[src/rtl/mm_pkg.sv]
// mm_pkg: shared types and width helpers for the matrix-multiply datapath
package mm_pkg;
  typedef enum logic [1:0] {IDLE, ACCUM, DONE} state_t;
  localparam int GUARD_DEF = 8;
  function automatic int accw(input int bitwidth, input int guard);
    return 2 * bitwidth + guard;
  endfunction
  function automatic int lenw(input int max_len);
    return $clog2(max_len + 1);
  endfunction
endpackage

[src/rtl/dot_accumulator_if.sv]
// dot_accumulator_if: command, product-stream and result handshake bundle
interface dot_accumulator_if #(
  parameter int BITWIDTH = 32,
  parameter int GUARD = mm_pkg::GUARD_DEF,
  parameter int MAX_LEN = 256
);
  import mm_pkg::*;
  localparam int ACCW = accw(BITWIDTH, GUARD);
  localparam int LENW = lenw(MAX_LEN);
  logic start;
  logic [LENW-1:0] len;
  logic [2*BITWIDTH-1:0] din;
  logic din_valid;
  logic din_ready;
  logic [ACCW-1:0] dout;
  logic dout_valid;
  logic dout_ready;
  logic busy;
  logic ovf;
  modport master (
    output start, len, din, din_valid, dout_ready,
    input din_ready, dout, dout_valid, busy, ovf
  );
  modport slave (
    input start, len, din, din_valid, dout_ready,
    output din_ready, dout, dout_valid, busy, ovf
  );
endinterface

[src/rtl/dot_accumulator_acc_sat_add.sv]
// acc_sat_add: ACCW-bit unsigned add with carry-out; clamps to all-ones when DOT_ACC_SATURATE_EN is defined
module acc_sat_add #(
  parameter int ACCW = 72,
  parameter int DW = 64
) (
  input  logic [ACCW-1:0] acc,
  input  logic [DW-1:0]   din,
  output logic [ACCW-1:0] sum,
  output logic            carry
);
  logic [ACCW:0] din_x;
  logic [ACCW:0] full;
  assign din_x = {{(ACCW + 1 - DW){1'b0}}, din};
  assign full = {1'b0, acc} + din_x;
  assign carry = full[ACCW];
`ifdef DOT_ACC_SATURATE_EN
  assign sum = carry ? '1 : full[ACCW-1:0];
`else
  assign sum = full[ACCW-1:0];
`endif
endmodule

[src/rtl/dot_accumulator.sv]
// dot_accumulator: sums len unsigned products into one dot-product result with valid/ready on both sides
// Saturating accumulation is selected by DOT_ACC_SATURATE_EN (see acc_sat_add).
module dot_accumulator
  import mm_pkg::*;
#(
  parameter int BITWIDTH = 32,
  parameter int GUARD = GUARD_DEF,
  parameter int MAX_LEN = 256
) (
  input logic clk,
  input logic rst,
  dot_accumulator_if.slave bus
);
  localparam int ACCW = accw(BITWIDTH, GUARD);
  localparam int LENW = lenw(MAX_LEN);
  state_t state, state_n;
  logic [ACCW-1:0] acc, sum;
  logic [LENW-1:0] cnt, cnt_n, len_q, len_c;
  logic carry, ovf, beat, start_ok;
  acc_sat_add #(.ACCW(ACCW), .DW(2 * BITWIDTH)) u_add (
    .acc(acc),
    .din(bus.din),
    .sum(sum),
    .carry(carry)
  );
  assign len_c = (bus.len > LENW'(MAX_LEN)) ? LENW'(MAX_LEN) : bus.len;
  assign start_ok = (state == IDLE) && bus.start;
  assign beat = (state == ACCUM) && bus.din_valid;
  assign cnt_n = cnt + 1'b1;
  assign bus.din_ready = (state == ACCUM);
  assign bus.dout_valid = (state == DONE);
  assign bus.busy = (state != IDLE);
  assign bus.dout = acc;
  assign bus.ovf = ovf;
  always_comb begin
    state_n = state;
    unique case (state)
      IDLE:    state_n = bus.start ? ((len_c == '0) ? DONE : ACCUM) : IDLE;
      ACCUM:   state_n = (beat && cnt_n == len_q) ? DONE : ACCUM;
      DONE:    state_n = bus.dout_ready ? IDLE : DONE;
      default: state_n = IDLE;
    endcase
  end
  always_ff @(posedge clk) begin
    if (rst) begin
      state <= IDLE;
      acc <= '0;
      cnt <= '0;
      len_q <= '0;
      ovf <= 1'b0;
    end else begin
      state <= state_n;
      if (start_ok) begin
        acc <= '0;
        cnt <= '0;
        len_q <= len_c;
        ovf <= 1'b0;
      end else if (beat) begin
        acc <= sum;
        cnt <= cnt_n;
        ovf <= ovf | carry;
      end
    end
  end
endmodule
[src/flat_wrapper.sv]
// flat-port wrapper written by rule: the top's interface ports become plain ports
module dot_accumulator_flat import mm_pkg::*;
#(
  parameter int BITWIDTH = 32,
  parameter int GUARD = GUARD_DEF,
  parameter int MAX_LEN = 256
)
  (clk, rst, bus_start, bus_len, bus_din, bus_din_valid, bus_dout_ready, bus_din_ready, bus_dout, bus_dout_valid, bus_busy, bus_ovf);
  dot_accumulator_if #(.BITWIDTH(BITWIDTH), .GUARD(GUARD), .MAX_LEN(MAX_LEN)) bus_i ();
  input logic clk;
  input logic rst;
  input wire logic [$bits(bus_i.start)-1:0] bus_start;
  input wire logic [$bits(bus_i.len)-1:0] bus_len;
  input wire logic [$bits(bus_i.din)-1:0] bus_din;
  input wire logic [$bits(bus_i.din_valid)-1:0] bus_din_valid;
  input wire logic [$bits(bus_i.dout_ready)-1:0] bus_dout_ready;
  output wire logic [$bits(bus_i.din_ready)-1:0] bus_din_ready;
  output wire logic [$bits(bus_i.dout)-1:0] bus_dout;
  output wire logic [$bits(bus_i.dout_valid)-1:0] bus_dout_valid;
  output wire logic [$bits(bus_i.busy)-1:0] bus_busy;
  output wire logic [$bits(bus_i.ovf)-1:0] bus_ovf;
  assign bus_i.start = bus_start;
  assign bus_i.len = bus_len;
  assign bus_i.din = bus_din;
  assign bus_i.din_valid = bus_din_valid;
  assign bus_i.dout_ready = bus_dout_ready;
  assign bus_din_ready = bus_i.din_ready;
  assign bus_dout = bus_i.dout;
  assign bus_dout_valid = bus_i.dout_valid;
  assign bus_busy = bus_i.busy;
  assign bus_ovf = bus_i.ovf;
  dot_accumulator #(.BITWIDTH(BITWIDTH), .GUARD(GUARD), .MAX_LEN(MAX_LEN)) u_core (.clk(clk), .rst(rst), .bus(bus_i));
endmodule
[config.mk]
export PLATFORM = sky130hd
export DESIGN_NAME = dot_accumulator_flat
export DESIGN_NICKNAME = d
export VERILOG_FILES = /design/src/rtl/mm_pkg.sv /design/src/rtl/dot_accumulator_if.sv /design/src/rtl/dot_accumulator_acc_sat_add.sv /design/src/rtl/dot_accumulator.sv /design/src/flat_wrapper.sv
export SDC_FILE = /design/constraint.sdc
export NUM_CORES = 1
export LEC_CHECK = 0
export ABC_AREA = 0
export BUFFER_PORTS_ARGS = -buffer_cell sky130_fd_sc_hd__buf_2
export CAP_MARGIN = 20
export CORE_MARGIN = 2
export CORE_UTILIZATION = 51
export DETAILED_ROUTE_END_ITERATION = 6
export GPL_TIMING_DRIVEN = 0
export PLACE_DENSITY = 0.86
export SETUP_SLACK_MARGIN = 0.3
export SLEW_MARGIN = 15
export SYNTH_ARGS = -nofsm -noshare
export SYNTH_HDL_FRONTEND = slang
export SYNTH_SLANG_ARGS = --single-unit
[constraint.sdc]
create_clock -name clk -period 3.2 [get_ports clk]
set_clock_uncertainty 0.2 [all_clocks]
set_input_delay 0.64 -clock clk [delete_from_list [all_inputs] [get_ports clk]]
set_output_delay 0.64 -clock clk [all_outputs]
set_load 0.01 [all_outputs]
==> results.sh <==
export IMPL_route_detailed_wl_per_inst_um=21.6
export IMPL_yosysWarnings=0
export IMPL_tritoncts="built"
export IMPL_crit_path_cell_trace="ha_4 > clkbuf_8 > buf_4 > nand2_1 > o31ai_1 > a21o_1 > a311oi_4 > buf_6 > o31ai_4 > a41oi_4 > or4_4 > a21oi_2"
export IMPL_master_cell_of_the_clock_root_buffer="sky130_fd_sc_hd__clkbuf_16"
export IMPL_place_gp_congestion=0.982
export IMPL_drc_errors=25
export IMPL_io_pins=154
export IMPL_die_y_um=126
export IMPL_yosysSeqAreaShare_pct=24.4
export IMPL_route_antenna_remaining_nets=0
export IMPL_hold_path_depth=2
export IMPL_r2r_cells=12
export IMPL_final_common_cell="sky130_fd_sc_hd__nand2_1"
export IMPL_post_synth_inst_count=1032
export IMPL_cts_hold_buffers_added=0
export IMPL_synth_async_reset_ratio_pct=0
export IMPL_run_status="finished, violations left"
export IMPL_clock_sink_count=93
export IMPL_cts_buffer_depth=2
export IMPL_syn_area_mm2=0.00763
export IMPL_p_sw_share_pct=35.5
export IMPL_seqCellArea_mm2=0.00188
export IMPL_via_count_of_the_first_global_routing_pass=8589
export IMPL_cap_violations=0
export IMPL_grt_pass1_wl_um=42600
export IMPL_grtUsageTotal_pct=32.6
export IMPL_power_frac_clock_pct=32.2
export IMPL_critPathSlowestCell="sky130_fd_sc_hd__or4_4"
export IMPL_worst_path_stages=12
export IMPL_globalRoute_totalOverflow=0
export IMPL_critPathTopFamily="compound AO/OA/AOI/OAI gates"
export IMPL_count_of_endpoints_failing_hold_in_the_final_timing_report=0
export IMPL_p_leak_nw=4.58
export IMPL_cts_buffers_inserted=9
export IMPL_violations="design-rule violations, negative setup slack"
export IMPL_cp_buffers_inverters=3
export IMPL_timing_max_slew_rel_slack_pct=42.8
export IMPL_synth_top_flop_cell="sky130_fd_sc_hd__dfxtp_1"
export IMPL_path_class="flip-flop to flip-flop"
export IMPL_fillCellCount=965
export IMPL_critPathLaunchType="flip-flop"
export IMPL_antenna_found_initial=0
export IMPL_port_buffer_count=152
export IMPL_layout_core_utilization_pct=74.5
export IMPL_cts_htree_levels=3
export IMPL_slew_viol_final=0
export IMPL_synth_avg_cell_area_um2=7.39
export IMPL_vias=9967
export IMPL_power_frac_comb_pct=30.1
export IMPL_layout_drive_gt1_share_pct=35.9
export IMPL_setup_violations_final=7
export IMPL_fp_dieW_um=126
export IMPL_power_dens_cells_mw_per_mm2=300
export IMPL_max_vdd_ir_drop_mv=0.263
export IMPL_worst_path_max_fanout=7
export IMPL_max_clock_freq_mhz=304
export IMPL_power_frac_seq_pct=37.6
export IMPL_rows=44
export IMPL_total_routed_wirelength_um=31500
export IMPL_ys_types=72
export IMPL_crit_path_max_incr_delay_ns=0.55
export IMPL_final_period_utilization_pct=103
export IMPL_grt_start_max_net_pins=16
export IMPL_place_detailed_hpwl_um=18900
export IMPL_cp_end_kind="flip-flop"
export IMPL_finish_net_count=1412
export IMPL_area_delta_synth_final_pct=42.5
export IMPL_tightest_slew_ns=0.855
export IMPL_data_required_critical_path_ns=3.30
export IMPL_number_of_synthesized_flops_with_an_enable_pin=0
export IMPL_synth_net_count=1176
export IMPL_postSynthRegisterBits=93
export IMPL_initial_core_util_pct=52.3
export IMPL_worst_setup_slack_final_ns=-0.0862
export IMPL_clkSlewWorstSetupHoldPaths_ns=0.07
export IMPL_design_core_area_mm2=0.0146
export IMPL_cell_internal_pwr_w=0.00210
export IMPL_finalCriticalPeriod_ns=3.29
export IMPL_insertedDiodeCount=0
export IMPL_final_hold_worst_slack_ns=0.267
export IMPL_critical_path_arrival_ns=3.39
export IMPL_unrepaired_setup_endpoints_after_global_routing="yes"
export IMPL_drtIter0Drc=1359
export IMPL_die_area_mm2=0.0159
export IMPL_multiInputGateArea_mm2=0.00666
export IMPL_min_delay_path_class="flip-flop to flip-flop"
export IMPL_p_sw_w=0.00116
export IMPL_layout_cells_most_common_list="sky130_fd_sc_hd__nand2_1, sky130_fd_sc_hd__buf_2, sky130_fd_sc_hd__a21oi_1"
export IMPL_vias_per_cell=6.84
export IMPL_detail_route_first_pass_iterations=7
export IMPL_clock_insertion_delay_worst_skew_ns=0.37
## metal layers
layer / global-route usage, % / share of wire [%] / vias to the layer above
li1: - / - / 4285
met5: 0 / 0 / -
met1: 40.7 / 35 / 4539
met4: 15.6 / 7.8 / 0
met2: 53.9 / 46 / 854
met3: 6.41 / 11 / 289
## power groups by stage
stage,Combinational [W],Clock [W],Sequential (W)
final,0.000982,0.00105,0.00123
after global routing,0.00104,0.00109,0.00123
after CTS,0.000791,0.00103,0.00122
after detailed placement,0.000723,0,0.00125
after global placement,0.000710,0,0.00125
after floorplan,0.000489,0,0.00125
## cell type report
class / instances / share of cell area [%]
Multi-Input combinational cell: 864 / 61.3
Sequential cell: 93 / 17.3
Timing Repair Buffer: 224 / 13.1
Buffer: 55 / 3.02
Tap cell: 184 / 2.12
Clock buffer: 10 / 2.11
Inverter: 21 / 0.725
Clock inverter: 6 / 0.368
## repair_timing
action	CTS	global route
setup endpoints to repair	38	76
gates cloned	1	0
pin swaps	35	86
gates resized for setup	81	189
hold endpoints to repair	0	0
setup buffers	29	43
## sequential cells by signal, indices dropped and copies added, names as in the netlist
name	flops
u_core.len_q	9
u_core.cnt	9
u_core.bus.dout	72
u_core.state	2
u_core.bus.ovf	1
## per-stage QoR
step                      cell area (um2)  TNS [ns]  cells  total power (W)  setup WS, ns
final                               10900    -0.362   1457          0.00326       -0.0862
after floorplan                      7980  -0.00181   1032          0.00174      -0.00181
after global placement               8970    -10.74   1368          0.00196        -0.899
after CTS                            9830         0   1414          0.00304        0.0423
after global routing                10900     -1.43   1457          0.00335        -0.196
after detailed placement             8970    -12.46   1368          0.00197        -0.929
## cell usage after synthesis (all sizes together) (10+ instances only)
cell / n / area (um2)
nor3: 21 / 105
a21oi: 141 / 724
or3: 16 / 114
nand4: 35 / 240
clkbuf: 42 / 161
buf: 13 / 58.8
dfxtp: 93 / 1860
o21bai: 13 / 97.6
a21o: 25 / 188
nand2: 165 / 619
a211oi: 12 / 90.1
o21ai: 72 / 360
nand3: 39 / 195
ha: 65 / 813
xor2: 23 / 201
inv: 21 / 78.8
nor4: 10 / 77.6
nor2: 58 / 218
xnor2: 36 / 315
## cells by family (layout without fill, tap and decap cells)
group                      count (synthesis)  in the layout  synth area share (%)
xor gates and xnor gates                  59             59                  6.78
AOI/OAI and AO/OA                        347            348                  28.9
and+or+nand+nor                          389            389                  24.8
buffers and inverters                     76            316                  3.92
DFF                                       93             93                  24.4
adders and majority gates                 66             66                  10.9
muxes                                      2              2                 0.279
## worst reg2reg max path: stages, from the launching register on
cell and delay [ns]:
sky130_fd_sc_hd__dfxtp_2 0.36, sky130_fd_sc_hd__ha_4 0.27, sky130_fd_sc_hd__clkbuf_8 0.12, sky130_fd_sc_hd__buf_4 0.16
sky130_fd_sc_hd__nand2_1 0.14, sky130_fd_sc_hd__o31ai_1 0.26, sky130_fd_sc_hd__a21o_1 0.26, sky130_fd_sc_hd__a311oi_4 0.07
sky130_fd_sc_hd__buf_6 0.16, sky130_fd_sc_hd__o31ai_4 0.33, sky130_fd_sc_hd__a41oi_4 0.21, sky130_fd_sc_hd__or4_4 0.55
sky130_fd_sc_hd__a21oi_2 0.12
## final timing paths
| kind | from | slack [ns] | end |
|---|---|---|---|
| setup / recovery | u_core.bus.dout[36] | -0.09 | u_core.bus.dout[68] |
| hold / removal | u_core.bus.dout[44] | 0.27 | u_core.bus.dout[44] |
| setup reg to reg | u_core.bus.dout[36] | -0.09 | u_core.bus.dout[68] |
| hold reg to reg | u_core.bus.dout[44] | 0.27 | u_core.bus.dout[44] |
Note: power is estimated with default switching activity, not from simulation.
